**src/rtl/main_ctrl_stage.sv**
```systemverilog
// Registered RV32I main-control decoder with valid/ready output register and
// SYSTEM/FENCE serialisation. Define MAIN_CTRL_M_EXT_EN to accept OP f7=0000001 (M extension).
module main_ctrl_stage #(
  parameter int XLEN    = 32,
  parameter int CAUSE_W = 4
) (
  input  logic               i_clk,
  input  logic               i_rst_n,
  input  logic               i_valid,
  output logic               o_ready,
  input  logic [31:0]        i_Instr,
  input  logic [XLEN-1:0]    i_pc,
  input  logic               i_flush,
  input  logic               i_pipe_empty,
  output logic               o_valid,
  input  logic               i_ready,
  output logic [XLEN-1:0]    o_pc,
  output logic               o_Branch,
  output logic               o_MemRead,
  output logic               o_MemWrite,
  output logic               o_MemToReg,
  output logic               o_ALUSrcB,
  output logic               o_RegWrite,
  output logic               o_PCplus4,
  output logic               o_CSR_en,
  output logic [2:0]         o_ALUOp,
  output logic [1:0]         o_ALUSrcA,
  output logic [1:0]         o_Jump,
  output logic               o_Ex,
  output logic [CAUSE_W-1:0] o_cause
);

  localparam logic [6:0] OPC_OP     = 7'b0110011;
  localparam logic [6:0] OPC_OP_IMM = 7'b0010011;
  localparam logic [6:0] OPC_LOAD   = 7'b0000011;
  localparam logic [6:0] OPC_STORE  = 7'b0100011;
  localparam logic [6:0] OPC_BRANCH = 7'b1100011;
  localparam logic [6:0] OPC_LUI    = 7'b0110111;
  localparam logic [6:0] OPC_AUIPC  = 7'b0010111;
  localparam logic [6:0] OPC_JAL    = 7'b1101111;
  localparam logic [6:0] OPC_JALR   = 7'b1100111;
  localparam logic [6:0] OPC_FENCE  = 7'b0001111;
  localparam logic [6:0] OPC_SYSTEM = 7'b1110011;

  localparam logic [CAUSE_W-1:0] CAUSE_ILLEGAL = CAUSE_W'(2);
  localparam logic [CAUSE_W-1:0] CAUSE_BREAK   = CAUSE_W'(3);
  localparam logic [CAUSE_W-1:0] CAUSE_ECALL   = CAUSE_W'(11);

  localparam logic [0:0] ST_RUN   = 1'b0;
  localparam logic [0:0] ST_DRAIN = 1'b1;

  typedef struct packed {
    logic               branch;
    logic               mem_read;
    logic               mem_write;
    logic               mem_to_reg;
    logic               alu_src_b;
    logic               reg_write;
    logic               pc_plus4;
    logic               csr_en;
    logic [2:0]         alu_op;
    logic [1:0]         alu_src_a;
    logic [1:0]         jump;
    logic               ex;
    logic [CAUSE_W-1:0] cause;
  } ctrl_t;

  function automatic ctrl_t decode(input logic [31:0] instr);
    ctrl_t      c;
    logic [6:0] f7;
    logic [2:0] f3;
    logic       illegal;
    // NOTE: every field gets a default before the case so no path leaves a value unassigned.
    c       = '0;
    illegal = 1'b0;
    f7      = instr[31:25];
    f3      = instr[14:12];
    case (instr[6:0])
      OPC_OP: begin
        c.reg_write = 1'b1;
        c.alu_op    = 3'b010;
        illegal     = !((f7 == 7'b0000000) ||
                        (f7 == 7'b0100000 && (f3 == 3'd0 || f3 == 3'd5)));
`ifdef MAIN_CTRL_M_EXT_EN
        if (f7 == 7'b0000001) illegal = 1'b0;
`endif
      end
      OPC_OP_IMM: begin
        c.alu_src_b = 1'b1;
        c.reg_write = 1'b1;
        c.alu_op    = 3'b011;
        if (f3 == 3'd1)      illegal = (f7 != 7'b0000000);
        else if (f3 == 3'd5) illegal = !(f7 == 7'b0000000 || f7 == 7'b0100000);
      end
      OPC_LOAD: begin
        c.mem_read   = 1'b1;
        c.mem_to_reg = 1'b1;
        c.alu_src_b  = 1'b1;
        c.reg_write  = 1'b1;
        illegal      = (f3 == 3'd3) || (f3[2:1] == 2'b11);
      end
      OPC_STORE: begin
        c.mem_write = 1'b1;
        c.alu_src_b = 1'b1;
        illegal     = (f3 > 3'd2);
      end
      OPC_BRANCH: begin
        c.branch = 1'b1;
        c.alu_op = 3'b001;
        illegal  = (f3[2:1] == 2'b01);
      end
      OPC_LUI, OPC_AUIPC: begin
        c.alu_src_a = (instr[6:0] == OPC_LUI) ? 2'd2 : 2'd1;
        c.alu_src_b = 1'b1;
        c.reg_write = 1'b1;
        c.alu_op    = 3'b100;
      end
      OPC_JAL: begin
        c.reg_write = 1'b1;
        c.jump      = 2'd1;
        c.pc_plus4  = 1'b1;
      end
      OPC_JALR: begin
        c.alu_src_b = 1'b1;
        c.reg_write = 1'b1;
        c.alu_op    = 3'b100;
        c.jump      = 2'd2;
        c.pc_plus4  = 1'b1;
        illegal     = (f3 != 3'd0);
      end
      OPC_FENCE: ;
      OPC_SYSTEM: begin
        c.reg_write = 1'b1;
        c.csr_en    = 1'b1;
        if (f3 == 3'd0 && instr[19:15] == 5'd0 && instr[11:7] == 5'd0 && instr[31:21] == 11'd0) begin
          c.ex    = 1'b1;
          c.cause = instr[20] ? CAUSE_BREAK : CAUSE_ECALL;
        end
      end
      default: illegal = 1'b1;
    endcase
    if (illegal) begin
      c.ex    = 1'b1;
      c.cause = CAUSE_ILLEGAL;
    end
    if (c.ex) begin
      c.reg_write = 1'b0;
      c.mem_read  = 1'b0;
      c.mem_write = 1'b0;
      c.branch    = 1'b0;
      c.jump      = 2'd0;
      c.csr_en    = 1'b0;
      c.pc_plus4  = 1'b0;
    end
    return c;
  endfunction

  logic [0:0]      state;
  logic [31:0]     hold_instr;
  logic [XLEN-1:0] hold_pc;
  ctrl_t           out_q;
  logic [XLEN-1:0] pc_q;
  logic            valid_q;

  logic            slot_free, accept, in_serial, load_in, to_drain, load_hold;
  logic [31:0]     dec_instr;
  logic [XLEN-1:0] dec_pc;
  ctrl_t           dec;

  assign slot_free = !valid_q || i_ready;
  assign o_ready   = (state == ST_RUN) && slot_free && !i_flush;
  assign accept    = i_valid && o_ready;
  assign in_serial = (i_Instr[6:0] == OPC_FENCE) || (i_Instr[6:0] == OPC_SYSTEM);
  assign load_in   = accept && (!in_serial || i_pipe_empty);
  assign to_drain  = accept && in_serial && !i_pipe_empty;
  assign load_hold = (state == ST_DRAIN) && i_pipe_empty && slot_free && !i_flush;

  // In DRAIN the input side is stalled, so the decoder only ever sees the held word.
  assign dec_instr = (state == ST_DRAIN) ? hold_instr : i_Instr;
  assign dec_pc    = (state == ST_DRAIN) ? hold_pc : i_pc;
  assign dec       = decode(dec_instr);

  // NOTE: sequential state uses non-blocking assignments so all registers update from pre-edge values.
  always_ff @(posedge i_clk or negedge i_rst_n) begin
    if (!i_rst_n) begin
      state      <= ST_RUN;
      hold_instr <= '0;
      hold_pc    <= '0;
      out_q      <= '0;
      pc_q       <= '0;
      valid_q    <= 1'b0;
    end else if (i_flush) begin
      state      <= ST_RUN;
      hold_instr <= '0;
      hold_pc    <= '0;
      valid_q    <= 1'b0;
    end else begin
      if (load_in || load_hold) begin
        out_q   <= dec;
        pc_q    <= dec_pc;
        valid_q <= 1'b1;
      end else if (i_ready) begin
        valid_q <= 1'b0;
      end
      if (to_drain) begin
        hold_instr <= i_Instr;
        hold_pc    <= i_pc;
        state      <= ST_DRAIN;
      end else if (load_hold) begin
        state <= ST_RUN;
      end
    end
  end

  assign o_valid    = valid_q;
  assign o_pc       = pc_q;
  assign o_Branch   = out_q.branch;
  assign o_MemRead  = out_q.mem_read;
  assign o_MemWrite = out_q.mem_write;
  assign o_MemToReg = out_q.mem_to_reg;
  assign o_ALUSrcB  = out_q.alu_src_b;
  assign o_RegWrite = out_q.reg_write;
  assign o_PCplus4  = out_q.pc_plus4;
  assign o_CSR_en   = out_q.csr_en;
  assign o_ALUOp    = out_q.alu_op;
  assign o_ALUSrcA  = out_q.alu_src_a;
  assign o_Jump     = out_q.jump;
  assign o_Ex       = out_q.ex;
  assign o_cause    = out_q.cause;

endmodule

```
**config.mk**
```make
export PLATFORM = sky130hd
export DESIGN_NAME = main_ctrl_stage
export DESIGN_NICKNAME = d
export VERILOG_FILES = /design/src/rtl/main_ctrl_stage.sv
export SDC_FILE = /design/constraint.sdc
export NUM_CORES = 1
export LEC_CHECK = 0
export ABC_CLOCK_PERIOD_IN_PS = 4410
export BUFFER_PORTS_ARGS = -buffer_cell sky130_fd_sc_hd__buf_2
export CAP_MARGIN = 25
export CORE_ASPECT_RATIO = 0.8
export CORE_MARGIN = 2
export CORE_UTILIZATION = 30
export CTS_CLUSTER_SIZE = 25
export DETAILED_ROUTE_END_ITERATION = 7
export RECOVER_POWER = 50
export SYNTH_ARGS = -nofsm -noshare
export SYNTH_HDL_FRONTEND = slang
export SYNTH_SLANG_ARGS = --single-unit
```
**constraint.sdc**
```tcl
create_clock -name i_clk -period 4.41 [get_ports i_clk]
set_input_delay 0 -clock i_clk [delete_from_list [all_inputs] [get_ports i_clk]]
set_output_delay 0 -clock i_clk [all_outputs]
set_load 0.1 [all_outputs]
```
==> summary.md, run 1 <==
| Metric | Value |
|---|---|
| Post-Synth Simple-Gate Area | `0.2328` |
| Syn_area_per_cell | `9.513 sq um` |
| Met1 Usage GRT | `0.2294` |
| CTS Hold Bufs | `63` |
| Total Wirelength | `14860 um` |
| Starting Density | `0.3050` |
| Final instance area | `0.007420 sq mm` |
| Cells after synthesis | `579` |
| Mux cell area share after synthesis | `0.08723` |
| Die width | `155.5 um` |
| Largest stage delay on the critical path | `1.04 ns` |
| Synthesized net count | `649` |
| I/O pins | `124` |
| Unrepaired setup endpoints after global routing | `no` |
| CP endpoint kind | `register` |
| Fmax | `330.0 MHz` |
| Final hold vios | `0` |
| Post-layout nets | `818` |
| CTS tree | `yes` |
| Top cells by area, synth | `dfrtp_1, nand2_1, mux2i_1` |
| GRT met3 Usage | `0.04471` |
| Outcome | `complete, no violations` |
| Actual slew at the worst max-slew pin | `1.202 ns` |
| Largest vdd supply drop | `177.4 uV` |
| CTS Buf Count | `17` |
| Ys Warns | `0` |
| Xor/xnor share of the synthesized area | `0.003180` |
| Worst path bufs/invs | `1` |
| Layout cells sized above 1 | `0.1487` |
| Distinct cell type count after synthesis | `48` |
| Clk network pwr share | `0.434` |
| Grt peak-use layer | `met1` |
| Post-DP Area | `0.006242 sq mm` |
| Largest net degree at the start of global routing | `102` |
| Hold Slack | `0.05298 ns` |
| Seq/Total Area, Yosys | `0.5270` |
| Cell Pwr Density | `427.0 mW/mm^2` |
| Count leader, synth | `nand2_1` |
| Crit path max-delay family | `flip-flops` |
| Final ANT Viol Nets | `0` |
| Power Internal | `2.170 mW` |
| Crit-path slowest cell | `dfrtp_4` |
| # DRC | `0` |
| Critical Path RT | `4.69 ns` |
| First-pass GRT wire length | `24210 um` |
| Antenna violations before repair | `0` |
| Net Switching | `0.9983 mW` |
| Final setup viols | `0` |
| Final Slew Violations | `0` |
| Adder-cell share of the synthesized area | `0` |
| Worst Setup Start Kind | `register` |
| Static Leakage | `3.303 nW` |
| Met2 usage in global routing | `0.2267` |
| Net Sw Frac | `0.3151` |
| Synth-to-Final Area Change | `34.71%` |
| Post-CTS Setup Repair Bufs | `0` |
| Synth Cell Area | `0.005508 sq mm` |
| Vias/cell | `4.681` |
| Synth Register Bits | `116` |
| Sequential Power Share | `0.361` |
| Vias in the first global route | `4611` |
| Clock transition at the registers of the reported paths | `0.05 ns` |
| Dpl hpwl | `9685 um` |
| Post-CTS Resized | `0` |
| Layout Cells excl Fill | `990` |
| Core Rows | `44` |
| Antenna Cells | `0` |
| Port Buffers | `122` |
| Tcrit/Tclk final | `0.6870` |
| Top fanout value on the critical path | `101` |
| H-Tree Depth | `4` |
| Max-Slew Margin vs Limit | `0.2021` |
| CTS root buffer | `clkbuf_16` |
| Fin crit period | `3.030 ns` |
| Setup CP Type | `register to register` |
| Setup slack, reg-to-reg | `1.38 ns` |
| Synth async-reset ratio | `1.000` |
| Total routing usage reported by global routing | `0.1567` |
| Post-synth EDFFs | `0` |
| Gpl congestion | `0.8288` |
| Maximum Capacitance Violations | `0` |
| Synth area leader | `dfrtp_1` |
| First drt pass iteration count | `5` |
| Initial DRC count | `203` |
| Ys flop type | `dfrtp_1` |
| Share of the synthesized area in the top cell type | `0.5270` |
| Core ar. | `0.01806 sq mm` |
| Combinational share of power | `0.205` |
| Vias | `4634` |
| Die span in y | `125.2 um` |
| Routed length per instance | `15.01 um` |
| Placed Instances | `895` |
| Worst-Skew Late Latency | `0.41 ns` |
| Worst Hold Class | `input pin to register` |
| Clock sink count | `116` |
| Complex-gate fraction of the synthesized area | `0.1088` |
| Die ar. | `0.01947 sq mm` |
| Setup Skew | `0.006713 ns` |
| Worst path cell trace | `mux2i_1 > or4_4 > o21ai_0 > dlygate4sd3_1` |
| Clock buffer depth | `2` |
| Grt ovf | `0` |
| Largest family of logic cells by synthesized area | `simple AND/OR/NAND/NOR gates` |
| Critical Path AT | `3.31 ns` |
| Post-route core utilization | `0.4109` |
| TNS Setup | `0 ns` |
| Synth cell count leaders | `nand2_1, dfrtp_1, o21ai_0` |
stage by stage:
stage	worst slack [ns]	power [mW]
after detailed placement	1.581	1.780
final	1.380	3.168
after floorplan	0.2154	1.632
after global placement	1.614	1.778
after CTS	1.361	3.217
after global routing	1.104	3.299
tightest hold or removal path, delay by kind of cell:
family | cells | cell delay, ns
AO/OA/AOI/OAI | 1 | 0.09
multiplexers | 1 | 0.20
buffers and inverters | 1 | 0.13
final timing paths:
path | start | depth (start not counted) | endpoint
min in group asynchronous | i_rst_n | 2 | o_pc[24]
max in group asynchronous | i_rst_n | 4 | hold_pc[13]
worst min register to register | o_pc[6] | 2 | o_pc[6]
worst max-delay path | state | 4 | o_valid
worst max register to register | state | 4 | o_valid
worst min-delay path | i_Instr[5] | 3 | o_ALUSrcA[0]
power by group through the flow:
stage	combinational [mW]	clock (mW)	sequential, mW
3_3_place_gp	0.618	0	1.16
3_5_place_dp	0.621	0	1.16
4_1_cts	0.665	1.41	1.14
2_1_floorplan	0.115	0	1.52
5_1_grt	0.686	1.46	1.15
6_report	0.650	1.38	1.14
area by class of cell:
| cell class | instances | area, sq um |
|---|---|---|
| clock inverters | 4 | 95.09 |
| fillers | 1823 | 10640 |
| inverters | 4 | 15.01 |
| well taps | 230 | 287.8 |
| clock buffers | 27 | 493.0 |
| multi-input cells | 419 | 2390 |
| repair buffers | 190 | 1232 |
| flip-flops and latches | 116 | 2907 |
kinds of logic (layout without fill, tap and decap cells):
group / after synthesis / in the layout
AO/OA/AOI/OAI: 99 / 99
flip-flops: 116 / 116
XOR/XNOR: 2 / 2
AND/OR/NAND/NOR: 271 / 271
multiplexers: 46 / 46
buffers and inverters: 44 / 225
other: 1 / 1
metal layers:
metal / routed length, um / vias up
li1: - / 2335
met1: 7576 / 2172
met2: 6422 / 118
met3: 747 / 9
met4: 117 / 0
met5: 0 / -
sequential cells by signal, summed over array words and instances (netlist names):
register and flops:
o_ALUSrcA 2, o_ALUOp 3, state 1, o_CSR_en 1, o_Jump 2, o_cause 3
hold_instr 32, o_ALUSrcB 1, o_pc 32, o_RegWrite 1, o_MemRead 1, o_MemToReg 1
o_MemWrite 1, hold_pc 32, o_Branch 1, o_PCplus4 1, o_valid 1
cell usage in the layout (no fill, tap or decap), drive strengths merged, types with 2 or more instances in the layout:
master and instances:
o32ai 2, or4 2, nor4 7, xor2 2, nor2 11, a21oi 22
buf 74, nor2b 4, o211ai 2, o41ai 5, clkbuf 80, o21ai 45
and3 2, nand2 177, nor3 9, dlygate4sd3 63, nand2b 3, o31a 2
nand4 9, nand3b 38, mux2i 39, a22o 5, inv 4, dfrtp 116
bufinv 3, nor3b 2, o31ai 8, mux2 7, nand3 3, a31oi 2
(Power assumes the default switching activity.)
==> run 2, diff against run 1 <==
- ABC_AREA: unset -> 1
- ABC_CLOCK_PERIOD_IN_PS: 4410 -> 3100
- clock period: 4.41 -> 3.1 ns (I/O delays scaled with it)
==> run 2 against run 1 <==
Net effect: the flow now finishes with violations (max-capacitance violations, max-slew violations); via count is 17% higher; clock power is 34% higher; worst setup slack worse by 0.57 ns; die area is 2.9% higher; register-to-register slack worse by 0.57 ns; routed wire length is 9.3% higher.
==> summary.md, run 2 <==
| Metric | Value |
|---|---|
| Outcome | `finished, violations left` |
| Failing checks | `max-capacitance violations, max-slew violations` |
| H-Tree Depth | `4 (unchanged)` |
| Vias in the first global route | `5218 (+13%)` |
| CTS root buffer | `clkbuf_16` |
| Setup CP Type | `register to register` |
| Fmax | `437.2 MHz (+32%)` |
| Post-synth EDFFs | `0 (unchanged)` |
| Largest vdd supply drop | `366.3 uV (+110%)` |
| Post-layout nets | `980 (+20%)` |
| Synth-to-Final Area Change | `34.71% (about the same)` |
| CP endpoint kind | `register` |
| Largest net degree at the start of global routing | `69 (-32%)` |
| Commonest non-fill, non-tap cell in the layout | `nand2_1` |
| Final worst slack | `0.8128 ns (-0.5673 ns)` |
| Synth async-reset ratio | `1.000 (unchanged)` |
| Cell Pwr Density | `606.7 mW/mm^2 (+42%)` |
| Clock sink count | `116 (unchanged)` |
| Core Rows | `44 (unchanged)` |
| Clock buffer depth | `2 (unchanged)` |
| Layout Cells excl Fill | `1176 (+19%)` |
| Core ar. | `0.01833 sq mm (+1.5%)` |
| Die span in y | `127.0 um (+1.4%)` |
| Grt ovf | `0 (unchanged)` |
| Synth Cell Area | `0.005670 sq mm (+3.0%)` |
| CTS Buf Count | `17 (unchanged)` |
| Antenna Cells | `0 (unchanged)` |
| Maximum Capacitance Violations | `1 (+1)` |
| Ys flop type | `dfrtp_1` |
| Final Slew Violations | `37 (+37)` |
| Count leader, synth | `nand2_1` |
| Die ar. | `0.02002 sq mm (+2.9%)` |
| Routed length per instance | `13.82 um (-8.0%)` |
| # DRC | `0 (unchanged)` |
| Top cells by area, synth | `dfrtp_1, nand2_1, nand3_1` |
| Synth Register Bits | `116 (unchanged)` |
| Actual slew at the worst max-slew pin | `2.080 ns (+0.8779 ns)` |
| Critical Path AT | `2.59 ns (-0.72 ns)` |
| Vias | `5440 (+17%)` |
| CTS tree | `yes` |
| Ys Warns | `0 (unchanged)` |
| Worst Setup EP | `o_Jump[1]` |
| TNS Setup | `0 ns (unchanged)` |
| CP startpoint | `state` |
| Met1 Usage GRT | `0.2466 (+0.01721)` |
| R2r endpoint | `o_Jump[1]` |
| Total routing usage reported by global routing | `0.1706 (+0.01393)` |
| Hold Slack | `0.08886 ns (+0.03587 ns)` |
| Setup Skew | `0.009138 ns (+0.002426 ns)` |
| Static Leakage | `3.752 nW (+14%)` |
| Initial DRC count | `362 (+78%)` |
| RR Startpoint | `state` |
| Final ANT Viol Nets | `0 (unchanged)` |
| Max-Slew Margin vs Limit | `-0.3866 (-0.5887)` |
| Seq/Total Area, Yosys | `0.5119 (-0.01512)` |
| Synth cell count leaders | `nand2_1, dfrtp_1, nand3_1` |
| First-pass GRT wire length | `26720 um (+10%)` |
| Worst Setup Start Kind | `register` |
| Tcrit/Tclk final | `0.7378 (+0.05075)` |
| GRT met3 Usage | `0.03867 (-0.006044)` |
| Grt peak-use layer | `met2` |
| Total Wirelength | `16250 um (+9.3%)` |
| Final setup viols | `0 (unchanged)` |
| Port Buffers | `122 (unchanged)` |
| Worst-Skew Late Latency | `0.42 ns (about the same)` |
| Clock transition at the registers of the reported paths | `0.05 ns (about the same)` |
| Commonest cells after routing, fill and taps aside | `nand2_1, dfrtp_1, buf_2, nand3_1, nor2_1` |
| Met2 usage in global routing | `0.2509 (+0.02419)` |
| Gpl congestion | `0.8870 (+7.0%)` |
| Syn_area_per_cell | `7.632 sq um (-20%)` |
| Synth area leader | `dfrtp_1` |
| R2R cell count | `12 (+8)` |
| Top fanout value on the critical path | `39 (-61%)` |
| Place WS | `0.8429 ns (-0.7377 ns)` |
| I/O pins | `124 (unchanged)` |
| Cells after synthesis | `743 (+28%)` |
| Fill cell total of the finished layout | `1917 (+5.2%)` |
| Unrepaired setup endpoints after global routing | `no` |
| Layout cells sized above 1 | `0.1658 (+0.01708)` |
| First drt pass iteration count | `5 (unchanged)` |
| Starting Density | `0.3093 (+0.004293)` |
| Critical Path RT | `3.40 ns (-1.29 ns)` |
| Final hold vios | `0 (unchanged)` |
| Synthesized net count | `813 (+25%)` |
| Die width | `157.7 um (+1.4%)` |
| Antenna violations before repair | `0 (unchanged)` |
| Setup slack, reg-to-reg | `0.81 ns (-0.57 ns)` |
| Distinct cell type count after synthesis | `31 (-35%)` |
| Share of the synthesized area in the top cell type | `0.5119 (-0.01512)` |
| Placed Instances | `1083 (+21%)` |
| Worst Hold Class | `input pin to register` |
| Vias/cell | `4.626 (-1.2%)` |
| Dpl hpwl | `10650 um (+10%)` |
| Fin crit period | `2.287 ns (-0.7427 ns)` |
run 2: cells by family after synthesis:
kind of cell,Yosys count,share of synthesized area
compound gates,79,0.08252
buf+inv,78,0.06201
flops,116,0.5119
other cells,1,0.0006613
simple gates,469,0.3429
run 2: timing repair:
action                                 in CTS  in global routing
endpoints found under the hold margin     164                  0
setup buffers                               0                  0
hold buffers                               61                  0
gates resized for setup                     0                  0
setup endpoints to repair                   0                  0
run 2: worst min path at each step:
stage                           endpoint    start  cells past startpoint  slack [ns]
final                        hold_pc[10]  i_flush                      2        0.09
after global routing          hold_pc[8]  i_flush                      2        0.09
after detailed placement  hold_instr[10]  i_rst_n                      1       0.003
after global placement    hold_instr[10]  i_rst_n                      1       0.003
after CTS                     hold_pc[9]  i_flush                      2        0.07
after floorplan            hold_instr[0]  i_rst_n                      0       -0.30
run 2: layout make-up:
type	count	area [sq um]	area share
clock buffer	23	478.0	0.06257
clock inverter	9	78.83	0.01032
inverter	33	126.4	0.01654
multi-input combinational	549	2435	0.3188
sequential	116	2904	0.3802
tap	253	316.6	0.04144
timing repair buffer	193	1300	0.1702
run 2: worst max-delay path, stage by stage, from the launching register on:
cell	delay (ns)
dfrtp_2	0.54
inv_4	0.37
nand2_1	0.11
nand2_1	0.13
nand2_1	0.15
nor2_4	0.16
nand2_1	0.12
nor3_1	0.17
nor2_1	0.10
nand2_1	0.13
nor2_4	0.07
nand3_1	0.08
nand2_1	0.05
run 2: stage by stage:
| step | total power, mW | utilization | cell area [sq um] |
|---|---|---|---|
| final | 4.634 | 0.4167 | 7639 |
| after global placement | 2.765 | 0.3550 | 6507 |
| after global routing | 4.819 | 0.4167 | 7639 |
| after detailed placement | 2.768 | 0.3550 | 6507 |
| after CTS | 4.685 | 0.4186 | 7675 |
| after floorplan | 2.524 | - | 5682 |
run 2: power breakdown:
part	switching, mW	internal, mW
sequential	0.0498	1.60
combinational	0.922	0.209
clock	0.692	1.16
run 2: layer usage:
layer,part of all wire,vias up
met4,0.012,0
li1,-,2744
met3,0.051,17
met1,0.51,2534
met2,0.43,145
met5,0,-
